**config.mk**
```make
export PLATFORM = sky130hd
export DESIGN_NAME = vid_timing_gen
export DESIGN_NICKNAME = d
export VERILOG_FILES = /design/src/rtl/vid_timing_gen.sv
export SDC_FILE = /design/constraint.sdc
export NUM_CORES = 1
export LEC_CHECK = 0
export ABC_CLOCK_PERIOD_IN_PS = 2490
export BUFFER_PORTS_ARGS = -buffer_cell sky130_fd_sc_hd__buf_2
export CORE_MARGIN = 10
export CORE_UTILIZATION = 45
export CTS_CLUSTER_DIAMETER = 120
export DETAILED_ROUTE_END_ITERATION = 8
export GPL_TIMING_DRIVEN = 0
export PLACE_DENSITY_LB_ADDON = 0.3
export SLEW_MARGIN = 20
export SYNTH_ARGS = -nofsm -noshare
export SYNTH_HDL_FRONTEND = slang
export SYNTH_SLANG_ARGS = --single-unit
```
**constraint.sdc**
```tcl
create_clock -name rfr_clk -period 2.49 [get_ports rfr_clk]
set_input_delay 0.498 -clock rfr_clk [delete_from_list [all_inputs] [get_ports rfr_clk]]
set_output_delay 0.498 -clock rfr_clk [all_outputs]
set_load 0.01 [all_outputs]
```
**src/rtl/vid_timing_gen.sv**
```systemverilog
// Video timing generator: free-running horizontal/vertical counters with
// porch/sync FSMs producing registered sync, blanking and start pulses.
//
// Ports:
//   rfr_clk     - pixel clock, rising edge active
//   reset_n     - asynchronous active-low reset
//   en          - timing advance enable; when low everything holds
//   pixel_cnt   - horizontal position, 0..H_TOTAL-1
//   line_cnt    - vertical position, 0..V_TOTAL-1
//   video_on    - high inside the active area
//   hsync       - horizontal sync, HS_POL when asserted
//   vsync       - vertical sync, VS_POL when asserted
//   line_start  - one-cycle pulse while pixel_cnt == 0
//   frame_start - one-cycle pulse while pixel_cnt == 0 and line_cnt == 0
module vid_timing_gen #(
    parameter int unsigned H_ACTIVE = 1280,
    parameter int unsigned H_FP     = 110,
    parameter int unsigned H_SYNC   = 40,
    parameter int unsigned H_BP     = 220,
    parameter int unsigned V_ACTIVE = 720,
    parameter int unsigned V_FP     = 5,
    parameter int unsigned V_SYNC   = 5,
    parameter int unsigned V_BP     = 20,
    parameter bit          HS_POL   = 1'b1,
    parameter bit          VS_POL   = 1'b1
) (
    input  logic        rfr_clk,
    input  logic        reset_n,
    input  logic        en,
    output logic [11:0] pixel_cnt,
    output logic [11:0] line_cnt,
    output logic        video_on,
    output logic        hsync,
    output logic        vsync,
    output logic        line_start,
    output logic        frame_start
);

    localparam int unsigned H_TOTAL = H_ACTIVE + H_FP + H_SYNC + H_BP;
    localparam int unsigned V_TOTAL = V_ACTIVE + V_FP + V_SYNC + V_BP;

    if (H_TOTAL > 4096 || V_TOTAL > 4096 || H_FP == 0 || H_SYNC == 0 || H_BP == 0 ||
        V_FP == 0 || V_SYNC == 0 || V_BP == 0) begin : g_param_check
        $error("vid_timing_gen: illegal timing parameters");
    end

    localparam logic [11:0] HLast     = 12'(H_TOTAL - 1);
    localparam logic [11:0] VLast     = 12'(V_TOTAL - 1);
    localparam logic [11:0] HFrontBeg = 12'(H_ACTIVE);
    localparam logic [11:0] HSyncBeg  = 12'(H_ACTIVE + H_FP);
    localparam logic [11:0] HBackBeg  = 12'(H_ACTIVE + H_FP + H_SYNC);
    localparam logic [11:0] VFrontBeg = 12'(V_ACTIVE);
    localparam logic [11:0] VSyncBeg  = 12'(V_ACTIVE + V_FP);
    localparam logic [11:0] VBackBeg  = 12'(V_ACTIVE + V_FP + V_SYNC);

    typedef enum logic [1:0] {H_ACT, H_FRONT, H_SYNCP, H_BACK} h_state_e;
    typedef enum logic [1:0] {V_ACT, V_FRONT, V_SYNCP, V_BACK} v_state_e;

    h_state_e    h_state_q, h_state_d;
    v_state_e    v_state_q, v_state_d;
    logic        started_q, started_d;
    logic [11:0] pix_q, pix_d;
    logic [11:0] line_q, line_d;
    logic        video_on_q, video_on_d;
    logic        hsync_q, hsync_d;
    logic        vsync_q, vsync_d;
    logic        line_start_q, line_start_d;
    logic        frame_start_q, frame_start_d;
    logic        pix_wrap;

    assign pix_wrap = (pix_q == HLast);

    // Counters and FSMs
    always_comb begin
        started_d = started_q;
        pix_d     = pix_q;
        line_d    = line_q;
        h_state_d = h_state_q;
        v_state_d = v_state_q;
        if (en) begin
            if (!started_q) begin
                // First enabled edge only arms the generator at (0,0).
                started_d = 1'b1;
                pix_d     = '0;
                line_d    = '0;
                h_state_d = H_ACT;
                v_state_d = V_ACT;
            end else begin
                if (pix_wrap) begin
                    pix_d  = '0;
                    line_d = (line_q == VLast) ? 12'd0 : line_q + 12'd1;
                end else begin
                    pix_d = pix_q + 12'd1;
                end

                case (h_state_q)
                    H_ACT:   if (pix_d == HFrontBeg) h_state_d = H_FRONT;
                    H_FRONT: if (pix_d == HSyncBeg)  h_state_d = H_SYNCP;
                    H_SYNCP: if (pix_d == HBackBeg)  h_state_d = H_BACK;
                    H_BACK:  if (pix_d == 12'd0)     h_state_d = H_ACT;
                    default: h_state_d = H_ACT;
                endcase

                // Vertical state only moves on pixel-wrap edges so vsync
                // changes coincide with pixel_cnt becoming 0.
                if (pix_wrap) begin
                    case (v_state_q)
                        V_ACT:   if (line_d == VFrontBeg) v_state_d = V_FRONT;
                        V_FRONT: if (line_d == VSyncBeg)  v_state_d = V_SYNCP;
                        V_SYNCP: if (line_d == VBackBeg)  v_state_d = V_BACK;
                        V_BACK:  if (line_d == 12'd0)     v_state_d = V_ACT;
                        default: v_state_d = V_ACT;
                    endcase
                end
            end
        end
    end

    // Outputs are registered from next-state values so they line up with
    // the counters they describe.
    always_comb begin
        video_on_d    = video_on_q;
        hsync_d       = hsync_q;
        vsync_d       = vsync_q;
        line_start_d  = line_start_q;
        frame_start_d = frame_start_q;
        if (en) begin
            video_on_d    = (pix_d < HFrontBeg) && (line_d < VFrontBeg);
            hsync_d       = (h_state_d == H_SYNCP) ? HS_POL : ~HS_POL;
            vsync_d       = (v_state_d == V_SYNCP) ? VS_POL : ~VS_POL;
            line_start_d  = (pix_d == 12'd0);
            frame_start_d = (pix_d == 12'd0) && (line_d == 12'd0);
        end
    end

    always_ff @(posedge rfr_clk or negedge reset_n) begin
        if (!reset_n) begin
            started_q     <= 1'b0;
            pix_q         <= '0;
            line_q        <= '0;
            h_state_q     <= H_ACT;
            v_state_q     <= V_ACT;
            video_on_q    <= 1'b0;
            hsync_q       <= ~HS_POL;
            vsync_q       <= ~VS_POL;
            line_start_q  <= 1'b0;
            frame_start_q <= 1'b0;
        end else begin
            started_q     <= started_d;
            pix_q         <= pix_d;
            line_q        <= line_d;
            h_state_q     <= h_state_d;
            v_state_q     <= v_state_d;
            video_on_q    <= video_on_d;
            hsync_q       <= hsync_d;
            vsync_q       <= vsync_d;
            line_start_q  <= line_start_d;
            frame_start_q <= frame_start_d;
        end
    end

    assign pixel_cnt   = pix_q;
    assign line_cnt    = line_q;
    assign video_on    = video_on_q;
    assign hsync       = hsync_q;
    assign vsync       = vsync_q;
    assign line_start  = line_start_q;
    assign frame_start = frame_start_q;

endmodule

```
==> key figures <==
STA
  • Final min period: 2.80 ns
  • Slew headroom: 47.8%
  • Min Hold Slack: 0.282 ns
  • Tcrit/Tclk final: 112%
  • Max-slew violations: 0
  • RSZ-0062 raised after global routing: true
  • Worst setup margin: -0.310 ns
  • Max frequency: 0.357 GHz
  • Actual slew at the worst max-slew pin: 0.783 ns
  • Clock Skews: 0.00518 ns
  • Final setup fails: 7
  • Fin. Hold Viols: 0

Power
  • Pwr Density: 480 mW/mm2
  • VDD IR-drop max: 530 uV
  • Leakage power: 1.44 nW
  • Pwr Total: 1.77 mW

Hold path
  • Worst hold path class: in2async

Logic synthesis
  • Primary FF master, synth: dfrtp_1
  • Post-synth EDFFs: 0
  • Simple-Gate Fraction of Synth Area: 28.8%
  • Yosys warning count: 0
  • Seq cells post-synth: 34
  • Asr flop ratio synth: 100%
  • XOR/XNOR share of the synthesized area: 5.16%
  • Complex-gate fraction of the synthesized area: 25.5%
  • Synth unique cells: 69
  • Post-Synthesis Cells: 328
  • Seq/Total Area, Yosys: 31.4%
  • Netlist Area Pre-Place: 0.00271 mm2
  • Mux contribution to synthesized area: 0.369%
  • Synth Area in Adders: 1.84%
  • Avg Inst Size Synth: 8.27 um2
  • Synthesized Nets: 335
  • Largest family of logic cells by synthesized area: simple AND/OR/NAND/NOR gates

Worst setup path
  • Critical Path Start Type: register
  • Crit-path max FO: 5
  • CP Depth: 8
  • Flop-to-flop setup slack: -0.31 ns
  • Slowest stage delay, CP: 0.59 ns
  • Reg2reg end: v_state_q[0]
  • Kind of critical path: reg2reg
  • Slowest stage cell, crit path: or4b_4
  • Crit path capture: v_state_q[0]
  • Reg2reg path depth: 8
  • CP cell instances: or4b_4 -> or4_4 -> buf_12 -> o41ai_4 -> and4_1 -> buf_4 -> nand2_2 -> o211a_1
  • Crit path buffers/inverters: 2
  • Crit. End Element: register
  • Critical Path AT: 2.99 ns
  • Reg-to-reg startpoint: pixel_cnt[8]
  • Critical path's top delay family: simple AND/OR/NAND/NOR gates
  • Critical Path Source: pixel_cnt[8]
  • CP Data Required Time: 2.68 ns

Outcome
  • Status: finished with violations
  • Failing checks: setup timing

Final layout
  • Fin util: 62.6%
  • Diode count: 0
  • Fin nets: 397
  • Fillers: 467
  • Area delta synth->final: 35.7%
  • Sequential Area: 860 um2
  • Non-filler cells in the finished layout: 465
  • Multi-input gate area: 0.00204 mm2
  • Layout cells sized above 1: 36.7%

Clock tree
  • H-tree Lvls: 2
  • CTS tree: yes
  • Worst skew pair latency: 0.30 ns
  • Root buf cell: clkbuf_8
  • CTS sink cnt: 34
  • Clock-pin slew on the worst setup and hold paths: 0.07 ns
  • Cts hold-fix bufs: 0
  • Max Buffers Root-to-Sink: 2
  • Total CTS buffers: 5

Floorplan
  • Die Y: 97.7 um
  • Die X: 97.7 um
  • Row cnt: 28
  • IO Pins: 32
  • Core box area: 0.00589 mm2
  • Die Area: 0.00954 mm2
  • Initial Util: 46.1%

Route
  • DR iter-0 viols: 352
  • Drt pass-1 iters: 8
  • Number of vias per cell: 6.76
  • DRC Markers: 0
  • Vias: 3,142
  • Wirelength, routed: 9.63 mm
  • Drt wl/cell: 20.7 um
  • Post-route ant nets: 0

GRT
  • Number of global-route vias before repair: 2,794
  • Initial antenna violation count: 0
  • Total grt overflow: 0
  • Largest net degree at the start of global routing: 35
  • Total track usage: 18.3%
  • First-pass GRT wire length: 14.6 mm

Flow run
  • Max cap viols: 0

Placement
  • Post-DP HPWL: 6.42 mm
  • Dpl cells: 433
  • DP Worst Slack: -0.717 ns
  • Buffers on Ports: 30
  • GPL Wtd Cong: 0.965
## worst min path at each step
stage                     startpoint            to  slack, ns
after floorplan              reset_n   frame_start       0.20
after global placement         hsync         hsync       0.48
after detailed placement       hsync         hsync       0.49
after CTS                    reset_n         vsync       0.31
after global routing         reset_n  pixel_cnt[2]       0.35
final                        reset_n  pixel_cnt[2]       0.28
## per-layer routing
metal	routed length, um	GRT usage, %
met1	4130	25.2
met2	4120	27.4
met3	1050	4.13
met4	325	5.82
met5	0	0
## cells in the final DEF (no fill, tap or decap), drive strengths merged, types with 6 or more instances in the layout
master,Yosys,layout
o21ai,26,26
o2bb2ai,6,6
clkbuf,21,18
buf,7,70
dfrtp,34,34
nor4,7,7
nand3,23,23
inv,16,16
nand2,24,24
xor2,8,8
and3,6,6
o31ai,7,7
a21oi,8,8
nor2,15,15
nand4,11,11
nor3,15,15
xnor2,8,8
## synth_stat cells (8+ instances only)
library cell	count	area share (%)
dfrtp_1	34	31
nand2_1	24	3.3
o21ai_0	23	4.2
nand3_1	22	4.1
clkbuf_1	20	2.8
inv_1	15	2.1
nor2_1	15	2.1
nor3_1	14	2.6
nand4_1	11	2.5
a21oi_1	8	1.5
xnor2_1	8	2.6
xor2_1	8	2.6
## layout make-up
| type | instances | share of cell area (%) |
|---|---|---|
| multi-input combinational | 250 | 55.4 |
| inverter | 16 | 1.63 |
| sequential | 34 | 23.3 |
| clock inverter | 2 | 0.272 |
| buffer | 19 | 3.02 |
| timing repair buffer | 64 | 11.9 |
| clock buffer | 5 | 1.87 |
| tap | 75 | 2.55 |
## registers in the layout (all words and copies together), names as in the netlist
register / count
line_start: 1
frame_start: 1
pixel_cnt: 12
video_on: 1
hsync: 1
v_state_q: 2
line_cnt: 12
started_q: 1
vsync: 1
h_state_q: 2
## cell families (layout without fill, tap and decap cells)
kind of cell	after synthesis	count (layout)
flops	34	34
compound gates	93	93
simple gates	136	136
mux	1	1
xor+xnor	16	16
fa+ha+maj	4	4
buf+inv	44	106
## stage by stage
| stage | TNS [ns] | instance area (um2) |
|---|---|---|
| after floorplan | -1.02 | 2730 |
| after CTS | -1.84 | 3350 |
| after detailed placement | -4.98 | 2970 |
| after global routing | -1.90 | 3680 |
| after global placement | -5.45 | 2970 |
| final | -1.30 | 3680 |
## worst register-to-register path: stages, from the launching register on
cell	delay [ns]
dfrtp_2	0.44
or4b_4	0.59
or4_4	0.48
buf_12	0.16
o41ai_4	0.43
and4_1	0.31
buf_4	0.12
nand2_2	0.04
o211a_1	0.12
## report_power, final
group	internal, mW	total, mW	leakage (nW)	switching (mW)
Combinational	0.297	0.698	0.973	0.401
Sequential	0.600	0.667	0.425	0.0669
Clock	0.188	0.401	0.0438	0.213
Total	1.09	1.77	1.44	0.681
## what timing repair did
action | in CTS | in global routing
setup endpoints to repair | 15 | 10
gates resized for setup | 39 | 56
endpoints found under the hold margin | 0 | 0
pin swaps | 22 | 18
buffers inserted | 17 | 18
Power figures use the tool's default switching activity.
